===== src/rtl/mips_pkg.sv =====
// Shared MIPS core definitions: ALU command encodings, default widths and
// the legal-command screen used by the decoder, ALU and ID/EXE register.
package mips_pkg;

    localparam int unsigned DATA_W     = 32;
    localparam int unsigned REG_ADDR_W = 5;
    localparam int unsigned CMD_W      = 4;

    localparam logic [CMD_W-1:0] CMD_ADD = 4'b0000;
    localparam logic [CMD_W-1:0] CMD_SUB = 4'b0010;
    localparam logic [CMD_W-1:0] CMD_AND = 4'b0100;
    localparam logic [CMD_W-1:0] CMD_OR  = 4'b0101;
    localparam logic [CMD_W-1:0] CMD_NOR = 4'b0110;
    localparam logic [CMD_W-1:0] CMD_XOR = 4'b0111;
    localparam logic [CMD_W-1:0] CMD_SLL = 4'b1000;
    localparam logic [CMD_W-1:0] CMD_SRA = 4'b1001;
    localparam logic [CMD_W-1:0] CMD_SRL = 4'b1010;

    // True for the nine commands the ALU implements.
    function automatic logic is_legal_cmd(input logic [CMD_W-1:0] cmd);
        case (cmd)
            CMD_ADD, CMD_SUB, CMD_AND, CMD_OR, CMD_NOR,
            CMD_XOR, CMD_SLL, CMD_SRA, CMD_SRL: return 1'b1;
            default:                            return 1'b0;
        endcase
    endfunction

endpackage


===== src/rtl/pipe_reg.sv =====
// Generic W-bit pipeline register.
// Ports: clk, rst_n (sync, active low), clr (load zero, beats en),
//        en (load d), d (next value), q (registered value).
module pipe_reg #(
    parameter int unsigned W = 8
) (
    input  logic         clk,
    input  logic         rst_n,
    input  logic         clr,
    input  logic         en,
    input  logic [W-1:0] d,
    output logic [W-1:0] q
);

    always_ff @(posedge clk) begin
        if (!rst_n)    q <= '0;
        else if (clr)  q <= '0;
        else if (en)   q <= d;
    end

endmodule


===== src/rtl/id_exe_reg.sv =====
// ID->EXE pipeline register of the 5-stage MIPS core.
// Captures operands, ALU command and control bits at the end of ID and holds
// them for one EXE cycle. Supports stall (freeze), bubble (flush) and
// screening of unsupported commands (ex_illegal).
// Ports: clk, rst_n (sync, active low), freeze, flush, id_* (ID stage slot),
//        ex_* (registered copies), ex_illegal, perf_bubbles, perf_stalls.
// Macro ID_EXE_PERF_EN: when defined, perf_bubbles/perf_stalls count flush
// and freeze cycles (saturating); otherwise both are tied to zero.
module id_exe_reg #(
    parameter int unsigned DATA_W     = mips_pkg::DATA_W,
    parameter int unsigned REG_ADDR_W = mips_pkg::REG_ADDR_W,
    parameter int unsigned CMD_W      = mips_pkg::CMD_W
) (
    input  logic                  clk,
    input  logic                  rst_n,
    input  logic                  freeze,
    input  logic                  flush,
    input  logic                  id_valid,
    input  logic [DATA_W-1:0]     id_pc,
    input  logic [DATA_W-1:0]     id_val1,
    input  logic [DATA_W-1:0]     id_val2,
    input  logic [DATA_W-1:0]     id_st_val,
    input  logic [CMD_W-1:0]      id_exe_cmd,
    input  logic                  id_mem_r_en,
    input  logic                  id_mem_w_en,
    input  logic                  id_wb_en,
    input  logic [REG_ADDR_W-1:0] id_dest,
    output logic                  ex_valid,
    output logic [DATA_W-1:0]     ex_pc,
    output logic [DATA_W-1:0]     ex_val1,
    output logic [DATA_W-1:0]     ex_val2,
    output logic [DATA_W-1:0]     ex_st_val,
    output logic [CMD_W-1:0]      ex_exe_cmd,
    output logic                  ex_mem_r_en,
    output logic                  ex_mem_w_en,
    output logic                  ex_wb_en,
    output logic [REG_ADDR_W-1:0] ex_dest,
    output logic                  ex_illegal,
    output logic [31:0]           perf_bubbles,
    output logic [31:0]           perf_stalls
);

    import mips_pkg::is_legal_cmd;
    import mips_pkg::CMD_ADD;

    localparam int unsigned DATA_GRP_W = 4 * DATA_W + REG_ADDR_W;
    localparam int unsigned CTRL_GRP_W = CMD_W + 5;

    logic                  illegal;
    logic                  issue_ok;
    logic [DATA_GRP_W-1:0] data_d;
    logic [CTRL_GRP_W-1:0] ctrl_d;

    // Screen the command; a simultaneous load+store is also rejected.
    always_comb begin
        illegal  = id_valid & (~is_legal_cmd(4'(id_exe_cmd)) | (id_mem_r_en & id_mem_w_en));
        issue_ok = id_valid & ~illegal;
        data_d   = {id_pc, id_val1, id_val2, id_st_val, id_dest};
        ctrl_d   = {id_valid,
                    illegal ? CMD_W'(CMD_ADD) : id_exe_cmd,
                    id_mem_r_en & issue_ok,
                    id_mem_w_en & issue_ok,
                    id_wb_en    & issue_ok,
                    illegal};
    end

    pipe_reg #(.W(DATA_GRP_W)) u_data (
        .clk   (clk),
        .rst_n (rst_n),
        .clr   (flush),
        .en    (~freeze),
        .d     (data_d),
        .q     ({ex_pc, ex_val1, ex_val2, ex_st_val, ex_dest})
    );

    pipe_reg #(.W(CTRL_GRP_W)) u_ctrl (
        .clk   (clk),
        .rst_n (rst_n),
        .clr   (flush),
        .en    (~freeze),
        .d     (ctrl_d),
        .q     ({ex_valid, ex_exe_cmd, ex_mem_r_en, ex_mem_w_en, ex_wb_en, ex_illegal})
    );

`ifdef ID_EXE_PERF_EN
    // Saturating flush / stall cycle counters.
    always_ff @(posedge clk) begin
        if (!rst_n) begin
            perf_bubbles <= '0;
            perf_stalls  <= '0;
        end else begin
            if (flush && (perf_bubbles != 32'hFFFF_FFFF))
                perf_bubbles <= perf_bubbles + 32'd1;
            if (freeze && !flush && (perf_stalls != 32'hFFFF_FFFF))
                perf_stalls <= perf_stalls + 32'd1;
        end
    end
`else
    assign perf_bubbles = '0;
    assign perf_stalls  = '0;
`endif

endmodule


===== config.mk =====
export PLATFORM = sky130hd
export DESIGN_NAME = id_exe_reg
export DESIGN_NICKNAME = d
export VERILOG_FILES = /design/src/rtl/mips_pkg.sv /design/src/rtl/pipe_reg.sv /design/src/rtl/id_exe_reg.sv
export SDC_FILE = /design/constraint.sdc
export NUM_CORES = 1
export LEC_CHECK = 0
export ABC_AREA = 1
export ABC_CLOCK_PERIOD_IN_PS = 1200
export CAP_MARGIN = 30
export CORE_MARGIN = 8
export CORE_UTILIZATION = 37
export DETAILED_ROUTE_END_ITERATION = 10
export GPL_TIMING_DRIVEN = 0
export HOLD_SLACK_MARGIN = 0.05
export PLACE_DENSITY = 0.83
export SLEW_MARGIN = 25
export SYNTH_ARGS = -nofsm -noshare
export SYNTH_HDL_FRONTEND = slang
export SYNTH_SLANG_ARGS = --single-unit

===== constraint.sdc =====
create_clock -name clk -period 1.2 [get_ports clk]
set_input_delay 0.36 -clock clk [delete_from_list [all_inputs] [get_ports clk]]
set_output_delay 0.36 -clock clk [all_outputs]
set_load 0.05 [all_outputs]

## After elaboration in Yosys (flattened, before gate mapping)

Memory sizes are Yosys's and may differ from the RTL's.
Index checks and enable logic that the tools add are counted.

| word-level totals | value |
|---|---|
| output and inout port bits | 206 |
| register bits | 142 |
| bits in read-only memories | 16 |
| word-level logic and storage cells | 15 |
| memories kept | 1 |

| cells by class | value |
|---|---|
| muxes and demuxes | 1 |
| bitwise operators | 10 |
| reductions and logical operators | 1 |

Memory list:

| name | words | bits a word | read ports | clocked after memory_dff | wr ports | line | text |
|---|---|---|---|---|---|---|---|
| (name not given) | 16 | 1 | 1 | 0 | 0 | mips_pkg.sv:21 | `case (cmd)` |

Operators with widths:

| cell | number |
|---|---|
| $and A1 B1 Y1 | 6 |
| $mux W4 | 1 |
| $not A1 Y1 | 3 |
| $reduce_or A2 Y1 | 1 |
| $or A1 B1 Y1 | 1 |

## Depth between registers and ports, before layout

An unclocked memory read counts as a cell.

| depth | value |
|---|---|
| depth after elaboration | 7 |
| gate-level depth with buffers | 7 |
| mapped depth without buffers | 7 |

## By module

Synthesis repeated with hierarchy kept, for this count alone.

| second synthesis, totals | value |
|---|---|
| cell total of the unflattened synthesis | 708 |
| area, all modules | 5,544.1 um2 |

By module, submodules not included:

| module | seq. area each (um2) | times used | area an instance (um2) | cells an instance |
|---|---|---|---|---|
| pipe_reg (u_data) | 2,662.6 | 1 | 4,630.7 | 578 |
| id_exe_reg | 0.0 | 1 | 598.1 | 90 |
| pipe_reg (u_ctrl) | 180.2 | 1 | 315.3 | 40 |

## Worst setup path after synthesis

OpenSTA, ideal clock, no wires.

| timing | value |
|---|---|
| kind | input port to flip-flop |
| start | input freeze |
| end | register u_data.q[114] |
| cell stages on the path | 6 |
| buffers on the path | 3 |
| data arrival time | 0.939 ns |
| path slack | 0.128 ns |
| cells stage by stage | buf_4 > clkinv_2 > buf_6 > buf_4 > nand2_1 > a21oi_1 |

RTL lines:

| element | line | text |
|---|---|---|
| from (decl) | id_exe_reg.sv:16 | `input logic freeze,` |
| to (signal assigned) | pipe_reg.sv:16 | `if (!rst_n) q <= '0;` |
| to (signal assigned) | pipe_reg.sv:17 | `else if (clr) q <= '0;` |
| to (signal assigned) | pipe_reg.sv:18 | `else if (en) q <= d;` |
| to (decl) | pipe_reg.sv:12 | `output logic [W-1:0] q` |

## Worst setup path after layout

| timing | value |
|---|---|
| start | register u_data.q[57] |
| end | output ex_val2[20] |

RTL lines:

| element | line | text |
|---|---|---|
| to (decl) | id_exe_reg.sv:31 | `output logic [DATA_W-1:0] ex_val2,` |

No word-level cell between the ends.

==> results.cfg <==
[placed_design]
finalWeightedCongestion = 0.826
port-buffer-count = 285
dp.final_hpwl_um = 15900

[synth]
post_synth_num_cell_types = 19
syn_area_per_cell_um2 = 8.03
synth-seq-cells = 142
synth_fa_ha_area_share_pct = 0
post_synth_xor_area_fraction_pct = 0
synth_enable_flop_cells = 0
syn-cell-area_um2 = 5590
synth.mux.area_fraction_pct = 0
synth_flop_cell = dfxtp_1
yosys-top-cells-area = dfxtp_1 (51%), nand2_1 (19%), a21oi_1 (11%), buf_4 (8.9%), a21oi_2 (3.1%)
synth_top_area_cell = dfxtp_1
synth_commonest_cells = nand2_1 (278), dfxtp_1 (142), a21oi_1 (118)
synth_simple_gate_area_share_pct = 20.0
yosysTopAreaCellShare_pct = 50.9
synth_most_common_cell = nand2_1
main_combinational_cell_family_by_area_after_synthesis = simple AND/OR/NAND/NOR gates
fraction_of_the_mapped_netlist_area_in_compound_gates_pct = 14.2
post_synth_inst_count = 696
yosys_warnings = 0
synth_seq_area_share_pct = 50.9
synth-async-reset-ratio_pct = 0

[setup_path]
critical_path.top_delay_family = flip-flops
cp_slowest_cell = dfxtp_2
critical_path_arrival_ps = 940
critical_path.n_buffers_inverters = 1
worst_path_largest_cell_delay_ps = 370
required_ps = 840
crit_path_max_fanout = 2
critical_path.startpoint_type = register
worstPathCellList = buf_8
critPathKind = register to primary output
endpoint_kind = primary output

[power_and_ir_drop]
design_power_total_mw = 13.3
p_leak_nw = 4.77
power.ir.vdd_worst_mv = 0.920
power_per_cell_area_nw_per_um2 = 1210

[routing]
via_count = 6230
wl_um = 24600
route.detailed.wl_per_inst_um = 18.7
vias_per_cell = 4.74
initialDrtViolationCount = 310
drtAntennaViolNets = 0
dr.pass1.iters = 6
drc_errors = 0

[clock_tree]
insertion_delay_ps = 410
clk_pin_slew_worst_paths_ps = 60
cts_made_buffers = 17
h_tree_levels = 4
clock-root-buffer = clkbuf_16
cts_hold_buf = 0
cts_sinks = 142
maximum_root_to_sink_buffer_count = 2
tritoncts_clock_tree = built

[global_routing]
grt_use_met1_pct = 20.8
grt_max_degree = 17
grt_busiest_layer = met2
grt_pass1_wl_um = 33700
grt_antenna_before_repair = 0
groute.layer.met3.usage_pct = 11.4
global_route.usage.total_pct = 22.5
grt_overflow_total = 0
first_global_vias = 6102
gr-usage-met2_pct = 41.0

[timing]
finalCriticalPeriod_ps = 1300
count_of_endpoints_failing_setup_in_the_final_report = 148
finalHoldViolations = 0
slew_viol_final = 0
skew_final_ps = 0
final_min_period_over_clock_period_pct = 109
final_critical_path_setup_slack_ps = -102
grt_setup_unrepaired = yes
max_clock_freq_mhz = 768

[die]
num_rows = 45
die_height_um = 139
floorplan.die_area_um2 = 19300
num_io_pins = 351
start_util_pct = 37.3
fp.coreArea_um2 = 15000
die_w_um = 139

[finish]
antenna_cells_inserted = 0
final_layout_size_suffix_gt1_share_pct = 46.9
layout-area-overhead-vs-synth_pct = 97.0
layout.core_utilization_pct = 73.5
multi_input_comb_area_um2 = 2270
fillers = 940
nets = 1258
regArea_um2 = 3040

[status]
violations = setup timing
run_status = finished with violations

[hold_path]
worst_hold_path_type = input pin to register

[job]
timing.max_cap.violations = 0
-- cells by family (layout without fill, tap and decap cells) --
logic type      count (synthesis)  after routing
buf+inv                       118            485
flops                         142            142
other cells                     1             64
compound gates                142            142
simple gates                  293            293
-- final cells by class --
class | count | share of cell area (%)
plain buffers | 110 | 8.07
repair buffers | 335 | 35.8
well taps | 188 | 2.14
multi-input cells | 499 | 20.7
clock buffers | 21 | 4.18
clock inverters | 11 | 1.27
inverters | 8 | 0.307
flip-flops and latches | 142 | 27.6
-- per-layer routing --
| metal | vias to the layer above | part of all wire (%) | wire, um |
|---|---|---|---|
| li1 | 2924 | - | - |
| met1 | 2894 | 33 | 8160 |
| met2 | 342 | 52 | 12700 |
| met3 | 70 | 11 | 2760 |
| met4 | 0 | 3.7 | 918 |
| met5 | - | 0 | 0 |
-- worst paths after layout --
kind                            depth (start not counted)            end  slack [ps]           from
worst min register to register                          2  u_data.q[114]         480  u_data.q[114]
worst max-delay path                                    1    ex_val2[20]        -100   u_data.q[57]
worst min-delay path                                    4    u_ctrl.q[3]         380         freeze
worst max register to register                          4   u_data.q[68]         340   u_data.q[68]
-- placed cells by master (no fill, tap or decap), drive strengths merged --
master / count
clkbuf: 24
dfxtp: 142
o211ai: 2
nand4: 3
nand3: 1
conb: 64
nand2: 278
buf: 299
o21ai: 2
bufinv: 3
clkinv: 8
inv: 7
clkdlybuf4s50: 143
clkinvlp: 1
nor2: 11
a21oi: 138
-- stage by stage --
stage          TNS, ps  hold slack (ps)  setup slack [ps]  instances  instance area, um^2
6_report        -10460              382              -102       1314                11000
3_5_place_dp   -104320              454              -511       1232                 8910
5_1_grt         -15690              396              -137       1314                11000
4_1_cts         -11990              396              -118       1279                10600
3_3_place_gp   -102490              448              -505       1232                 8910
2_1_floorplan        0              503               128        759                 5820
-- repair_timing --
action,CTS,global route
endpoints found under the setup margin,251,247
resized for setup,1297,51
setup buffers,15,35
pin swaps,1,1
-- state kept, by name, indices dropped and copies added, names as in the netlist --
name	flops
u_ctrl.q	9
u_data.q	133
-- power breakdown --
group	leakage (nW)	total, mW	switching [mW]	internal [mW]
clock network	0.297	5.40	2.03	3.37
registers	1.22	5.03	0.140	4.89
logic	3.25	2.90	1.66	1.24
total	4.77	13.3	3.83	9.49
No activity file was read; power rests on OpenSTA's default activity.
